## src/rtl/fetch_pkg.sv

```systemverilog
// Shared constants and state encoding for the WISC instruction-fetch stage.
package fetch_pkg;

  localparam logic [15:0] NOP_INSTR    = 16'h0800;
  localparam logic [4:0]  HALT_OPCODE  = 5'b00000;
  localparam logic        BUBBLE_VALID = 1'b0;

  typedef enum logic {
    ST_RUN  = 1'b0,
    ST_HALT = 1'b1
  } fetch_state_e;

  function automatic logic is_halt(input logic [15:0] instr);
    return instr[15:11] == HALT_OPCODE;
  endfunction

endpackage

```

## src/rtl/fetch_if_id_reg.sv

```systemverilog
// IF/ID pipeline register: bubble beats load; with neither asserted it holds.
module fetch_if_id_reg
  import fetch_pkg::*;
#(
  parameter int ADDR_WIDTH = 16
) (
  input  logic                  clk,
  input  logic                  load_i,
  input  logic                  bubble_i,
  input  logic [15:0]           instr_i,
  input  logic [ADDR_WIDTH-1:0] pc_i,
  input  logic [ADDR_WIDTH-1:0] pc_plus2_i,
  output logic                  valid_o,
  output logic [15:0]           instr_o,
  output logic [ADDR_WIDTH-1:0] pc_o,
  output logic [ADDR_WIDTH-1:0] pc_plus2_o
);

  logic                  valid_q;
  logic [15:0]           instr_q;
  logic [ADDR_WIDTH-1:0] pc_q;
  logic [ADDR_WIDTH-1:0] pc_plus2_q;

  always_ff @(posedge clk) begin
    if (bubble_i) begin
      valid_q    <= BUBBLE_VALID;
      instr_q    <= NOP_INSTR;
      pc_q       <= '0;
      pc_plus2_q <= '0;
    end else if (load_i) begin
      valid_q    <= 1'b1;
      instr_q    <= instr_i;
      pc_q       <= pc_i;
      pc_plus2_q <= pc_plus2_i;
    end
  end

  assign valid_o    = valid_q;
  assign instr_o    = instr_q;
  assign pc_o       = pc_q;
  assign pc_plus2_o = pc_plus2_q;

endmodule

```

## src/rtl/fetch_stage.sv

```systemverilog
// Instruction fetch: PC, RUN/HALT FSM, redirect/stall/flush priority and IF/ID.
module fetch_stage
  import fetch_pkg::*;
#(
  parameter int                    ADDR_WIDTH = 16,
  parameter logic [ADDR_WIDTH-1:0] RESET_PC   = '0
) (
  input  logic                  clk,
  input  logic                  rst,
  output logic [ADDR_WIDTH-1:0] imem_addr,
  output logic                  imem_enable,
  output logic                  imem_wr,
  input  logic [15:0]           imem_data,
  input  logic                  stall,
  input  logic                  flush,
  input  logic                  redirect_valid,
  input  logic [ADDR_WIDTH-1:0] redirect_pc,
  output logic                  if_id_valid,
  output logic [15:0]           if_id_instr,
  output logic [ADDR_WIDTH-1:0] if_id_pc,
  output logic [ADDR_WIDTH-1:0] if_id_pc_plus2,
  output logic                  halted,
  output logic                  err
);

  fetch_state_e          state_q;
  logic [ADDR_WIDTH-1:0] pc_q;
  logic                  err_q;
  logic [ADDR_WIDTH-1:0] pc_plus2;
  logic                  ifid_load;
  logic                  ifid_bubble;
  logic                  fetch_go;

  assign pc_plus2 = pc_q + ADDR_WIDTH'(2);

  // A "normal" edge: nothing of higher priority is claiming this cycle.
  assign fetch_go    = ~rst & ~redirect_valid & ~stall & ~flush;
  assign ifid_load   = fetch_go & (state_q == ST_RUN);
  assign ifid_bubble = rst | redirect_valid | (~stall & flush) | (fetch_go & (state_q == ST_HALT));

  always_ff @(posedge clk) begin
    if (rst) begin
      pc_q    <= RESET_PC;
      state_q <= ST_RUN;
      err_q   <= 1'b0;
    end else if (redirect_valid) begin
      pc_q    <= {redirect_pc[ADDR_WIDTH-1:1], 1'b0};
      state_q <= ST_RUN;
      if (redirect_pc[0]) err_q <= 1'b1;
    end else if (ifid_load) begin
      // HALT parks the PC on itself; it still enters IF/ID as a valid instruction.
      if (is_halt(imem_data)) state_q <= ST_HALT;
      else                    pc_q    <= pc_plus2;
    end
  end

  fetch_if_id_reg #(.ADDR_WIDTH(ADDR_WIDTH)) u_if_id (
    .clk        (clk),
    .load_i     (ifid_load),
    .bubble_i   (ifid_bubble),
    .instr_i    (imem_data),
    .pc_i       (pc_q),
    .pc_plus2_i (pc_plus2),
    .valid_o    (if_id_valid),
    .instr_o    (if_id_instr),
    .pc_o       (if_id_pc),
    .pc_plus2_o (if_id_pc_plus2)
  );

  assign imem_addr   = pc_q;
  assign imem_enable = (state_q == ST_RUN) & ~rst & ~stall;
  assign imem_wr     = 1'b0;
  assign halted      = (state_q == ST_HALT);
  assign err         = err_q;

endmodule

```

## config.mk

```make
export PLATFORM = sky130hd
export DESIGN_NAME = fetch_stage
export DESIGN_NICKNAME = d
export VERILOG_FILES = /design/src/rtl/fetch_pkg.sv /design/src/rtl/fetch_if_id_reg.sv /design/src/rtl/fetch_stage.sv
export SDC_FILE = /design/constraint.sdc
export NUM_CORES = 1
export LEC_CHECK = 0
export ABC_AREA = 1
export CORE_ASPECT_RATIO = 1.5
export CORE_MARGIN = 4
export CORE_UTILIZATION = 40
export CTS_BUF_LIST = sky130_fd_sc_hd__clkbuf_16
export DETAILED_ROUTE_END_ITERATION = 16
export HOLD_SLACK_MARGIN = 0.08
export PLACE_DENSITY = 0.74
export SYNTH_ARGS = -nofsm -noshare
export SYNTH_HDL_FRONTEND = slang
export SYNTH_SLANG_ARGS = --single-unit
```

## constraint.sdc

```tcl
create_clock -name clk -period 1.5 [get_ports clk]
set_input_delay 0.225 -clock clk [delete_from_list [all_inputs] [get_ports clk]]
set_output_delay 0.225 -clock clk [all_outputs]
set_load 0.02 [all_outputs]
```

# == Word-level counts from Yosys, hierarchy flattened ==
# Cells that the tools add are included.
# word_totals
out_inout_bits,69
ff_bits,67
latch_bits,0
mem_count,0
ram_bits,0
rom_bits,0
# op_classes
n_lt_le_gt_ge,0
mux,3
shifts,0
div_mod_pow,0
reduce_logical,7
bitwise_logic,17
n_mul,0
add_sub_neg,1
n_eq_ne,1
# op_table
operator,n
$mux W16,3
$add A16 B2 Y16 const B,1
$and A1 B1 Y1,8
$reduce_and A2 Y1,4
$not A1 Y1,6
$logic_not A5 Y1,1
$or A1 B1 Y1,3
$ne A2 B2 Y1 const B,1
$reduce_bool A2 Y1,1
$reduce_or A2 Y1,1

# == Logic depth before layout (Yosys ltp) ==
# depth
word_depth,7
depth_mapped,10
depth_no_buf,10

# == Cells and area by module ==
# Synthesis repeated with hierarchy kept, for this count alone.
# hier_totals
cells_unflattened,512
hier_area_um2,3264.4
# by_module_without_submodules
module,cells_each,instances,area_per_inst_um2,seq_area_each_um2
fetch_if_id_reg,307,1,2005.7,980.9
fetch_stage,205,1,1258.7,340.3

# == Worst setup path before layout ==
# Ideal clock, no wire load.
# synth_timing
kind,register to register
from,"register pc_q[2], in the netlist imem_addr[2]"
to,"register u_if_id.pc_plus2_q[15], in the netlist u_if_id.pc_plus2_o[15]"
arrival_time_ns,1.414
stages_incl_launch_ff,9
setup_time_ns,0.056
path_slack_ns,0.030
synth_period_minus_slack_ns,1.470
path_cell_list,dfxtp_1 ha_1 nand3_1 nor2_1 nand3_1 nand2_1 nand2_1 a21o_1 inv_1
# synth_between
elab_chain_cells,1
# synth_lines
element,line_no,rtl
"start, declared",fetch_stage.sv:27,logic [ADDR_WIDTH-1:0] pc_q;
"start signal, assigned",fetch_stage.sv:47,"pc_q <= {redirect_pc[ADDR_WIDTH-1:1], 1'b0};"
"start signal, assigned",fetch_stage.sv:53,else pc_q <= pc_plus2;
$add A16 B2 Y16,fetch_stage.sv:34,assign pc_plus2 = pc_q + ADDR_WIDTH'(2);
"end signal, assigned",fetch_if_id_reg.sv:34,pc_plus2_q <= pc_plus2_i;
"end, declared",fetch_if_id_reg.sv:22,logic [ADDR_WIDTH-1:0] pc_plus2_q;
# No other way between the ends.
# A chain may end at the register's enable or synchronous reset.

# == Worst setup path in the final report ==
# layout_timing
from,"register u_if_id.instr_q[8], in the netlist u_if_id.instr_o[8]"
to,output if_id_instr[8]
# layout_rtl
element,line_no,rtl
"start, declared",fetch_if_id_reg.sv:20,logic [15:0] instr_q;
"start signal, assigned",fetch_if_id_reg.sv:32,instr_q <= instr_i;
"end, declared",fetch_stage.sv:19,"output logic [15:0] if_id_instr,"
# No word-level cell between the ends.

==> results.cfg <==
[worst_setup_path]
required_ns = 1.27
path_buf_inv = 1
worstPathCellList = clkdlybuf4s50_1
start_kind = flip-flop
crit_type = flip-flop to output pin
slowest_delay_ns = 0.60
critPathSlowestCell = clkdlybuf4s50_1
worstPathMaxFanout = 2
critPathCaptureType = output pin
path_delay_family = buffers and inverters
r2r_slack_ns = 0.07
arrival_ns = 1.25

[route]
ant_nets = 0
wl_met1_microns = 3476
drc = 0
dr.pass1.iters = 4
topRoutingLayerUsed = met4
vias = 2976
wl_met3_microns = 488
vias_per_cell = 5.053
first_iter_violations = 179
drt-total-wl_microns = 8842
wl_met2_microns = 4614
wl_per_cell_microns = 15.01

[placement]
dp_hpwl_microns = 6320
place_ws_ns = -0.2915
place_congestion = 0.8759
dpl_cell_area_sq_um = 4014
dpl.cell_count = 571
place.port_buffers = 101

[hold_path]
hold_class = input pin to flip-flop

[sta]
period_minus_slack_ns = 1.478
maxClockFrequency_ghz = 0.6767
slew_violations = 0
rsz0062_at_grt = true
worst_slack_ns = 0.02218
fin_skew_ns = 0.005127
setup_viol = 0
fin_crit_sh_pct = 98.52
hold_viol = 0

[global_routing]
grt_pass1_wl_microns = 14000
grt_pass1_vias = 2873
grt_max_degree = 33
grt_antenna_before_repair = 0
grt_use_total_pct = 20.75
grt_overflow = 0

[logic_synthesis]
yosysSeqAreaShare_pct = 45.41
post_synth_num_cell_types = 32
ys_ff_latch = 64
async_flop_share_pct = 0
syn_avg_cell_area_sq_um = 7.253
syn_area_sq_um = 2821
ys.warnings.count = 0
ys.flop_type = dfxtp_1
synth_edf_count = 0
syn_inst = 389

[die]
io_pins = 106
die_area_sq_um = 8489
start_util_pct = 41.18
die_x_microns = 76.58
die_y_microns = 110.9
core_sq_um = 6852
rows = 37

[finish]
utilization_pct = 63.84
final_cell_mix = nand2_1 (121), dfxtp_1 (61), a21oi_1 (43)
nFillCells = 614
layout-drive-gt1-share_pct = 11.15
area_growth_syn_to_layout_pct = 55.03
final_cell_area_sq_um = 4374
layout_commonest_cell = nand2_1
layout.nets = 545
fin_cells = 589
antenna-diode-count = 0

[power]
leakage_nw = 2.304
ir_worst_vdd_uv = 586.6
power_mw = 4.092
powerDensity_nw_per_um2 = 935.4

[cts]
clkSinkCount = 64
path_clk_slew_ns = 0.06
clk_latency_ns = 0.33
cts_max_level = 3
cts-buffers-inserted = 9
cts_tree = done
clk_path_buf_depth = 2
hold_buffers = 0
root_buffer = clkbuf_16

[outcome]
status = completed

[flow_run]
maxCapViolCount = 0
worst reg2reg max path, cell delays in order (launching register included):
cell and delay (ns):
dfxtp_1 0.33, ha_1 0.21, nand3_2 0.17, inv_1 0.11, nand2_1 0.10, nand2_1 0.09
nand2_1 0.10, nand2_1 0.07, nand3_1 0.06, nand2_1 0.05, inv_1 0.03
power breakdown:
| part | internal [mW] | leakage [nW] | total (mW) | switching [mW] |
|---|---|---|---|---|
| clock network | 1.10 | 0.125 | 1.82 | 0.726 |
| logic | 0.227 | 1.66 | 0.485 | 0.258 |
| registers | 1.74 | 0.520 | 1.78 | 0.0443 |
cell families (layout without fill, tap and decap cells):
logic type,after synthesis,after routing,synth area share (%)
other,1,4,0.1329
XOR/XNOR,3,3,0.9314
buffers and inverters,55,174,9.179
AND/OR/NAND/NOR,175,175,26.16
AO/OA/AOI/OAI,90,90,17.74
flip-flops,64,64,45.41
adder cells (fa/ha/maj),1,1,0.4434
path summary, 6_finish.rpt:
| check | start | end | depth (start not counted) |
|---|---|---|---|
| worst max-delay path | u_if_id.instr_o[8]$_SDFFE_PP0P_ | if_id_instr[8] | 1 |
| worst min-delay path | rst | err$_SDFFE_PP0P_ | 3 |
| worst max register to register | imem_addr[1]$_SDFFE_PP0P_ | imem_addr[9]$_SDFFE_PP0P_ | 10 |
| worst min register to register | u_if_id.valid_o$_SDFFE_PP0P_ | u_if_id.valid_o$_SDFFE_PP0P_ | 2 |
synth_stat cells (6+ instances only):
library cell | count | area, sq um
nand3_1 | 17 | 85.08
buf_4 | 8 | 60.06
o21ai_0 | 6 | 30.03
clkbuf_1 | 6 | 22.52
nand2_1 | 121 | 454.2
inv_1 | 31 | 116.4
o21ai_1 | 22 | 110.1
buf_2 | 6 | 30.03
nor2_1 | 24 | 90.09
a21boi_1 | 6 | 45.04
a21oi_1 | 43 | 215.2
dfxtp_1 | 64 | 1281
state kept, by name, indices dropped and copies added (netlist names):
register / flops
err: 1
halted: 1
imem_addr: 15
u_if_id.instr_o: 16
u_if_id.pc_o: 15
u_if_id.pc_plus2_o: 15
u_if_id.valid_o: 1
layer usage:
metal,global-route usage [%],vias up
met5,0,-
met4,10.16,0
met3,5.366,23
met2,37.11,108
met1,22.33,1354
li1,-,1491
what timing repair did:
action	CTS	global route
setup buffers	0	1
endpoints found under the hold margin	0	0
resized for setup	41	29
setup endpoints to repair	40	40
gates cloned	0	2
pin swaps	0	1
area by class of cell:
| type | instances | area (sq um) | area share, % |
|---|---|---|---|
| Multi-Input combinational cell | 273 | 1321 | 30.21 |
| Clock buffer | 9 | 225.2 | 5.149 |
| Inverter | 33 | 123.9 | 2.832 |
| Tap cell | 78 | 97.59 | 2.231 |
| Timing Repair Buffer | 126 | 1284 | 29.35 |
| Sequential cell | 64 | 1285 | 29.38 |
| Clock inverter | 6 | 37.54 | 0.8581 |
per-stage QoR:
step / setup TNS (ns) / hold slack [ns]
3_3_place_gp: -10.71 / 0.4341
6_report: 0 / 0.2224
4_1_cts: 0 / 0.4485
5_1_grt: -0.2777 / 0.2542
2_1_floorplan: 0 / 0.3018
3_5_place_dp: -12.98 / 0.4396
(Power assumes the default switching activity.)
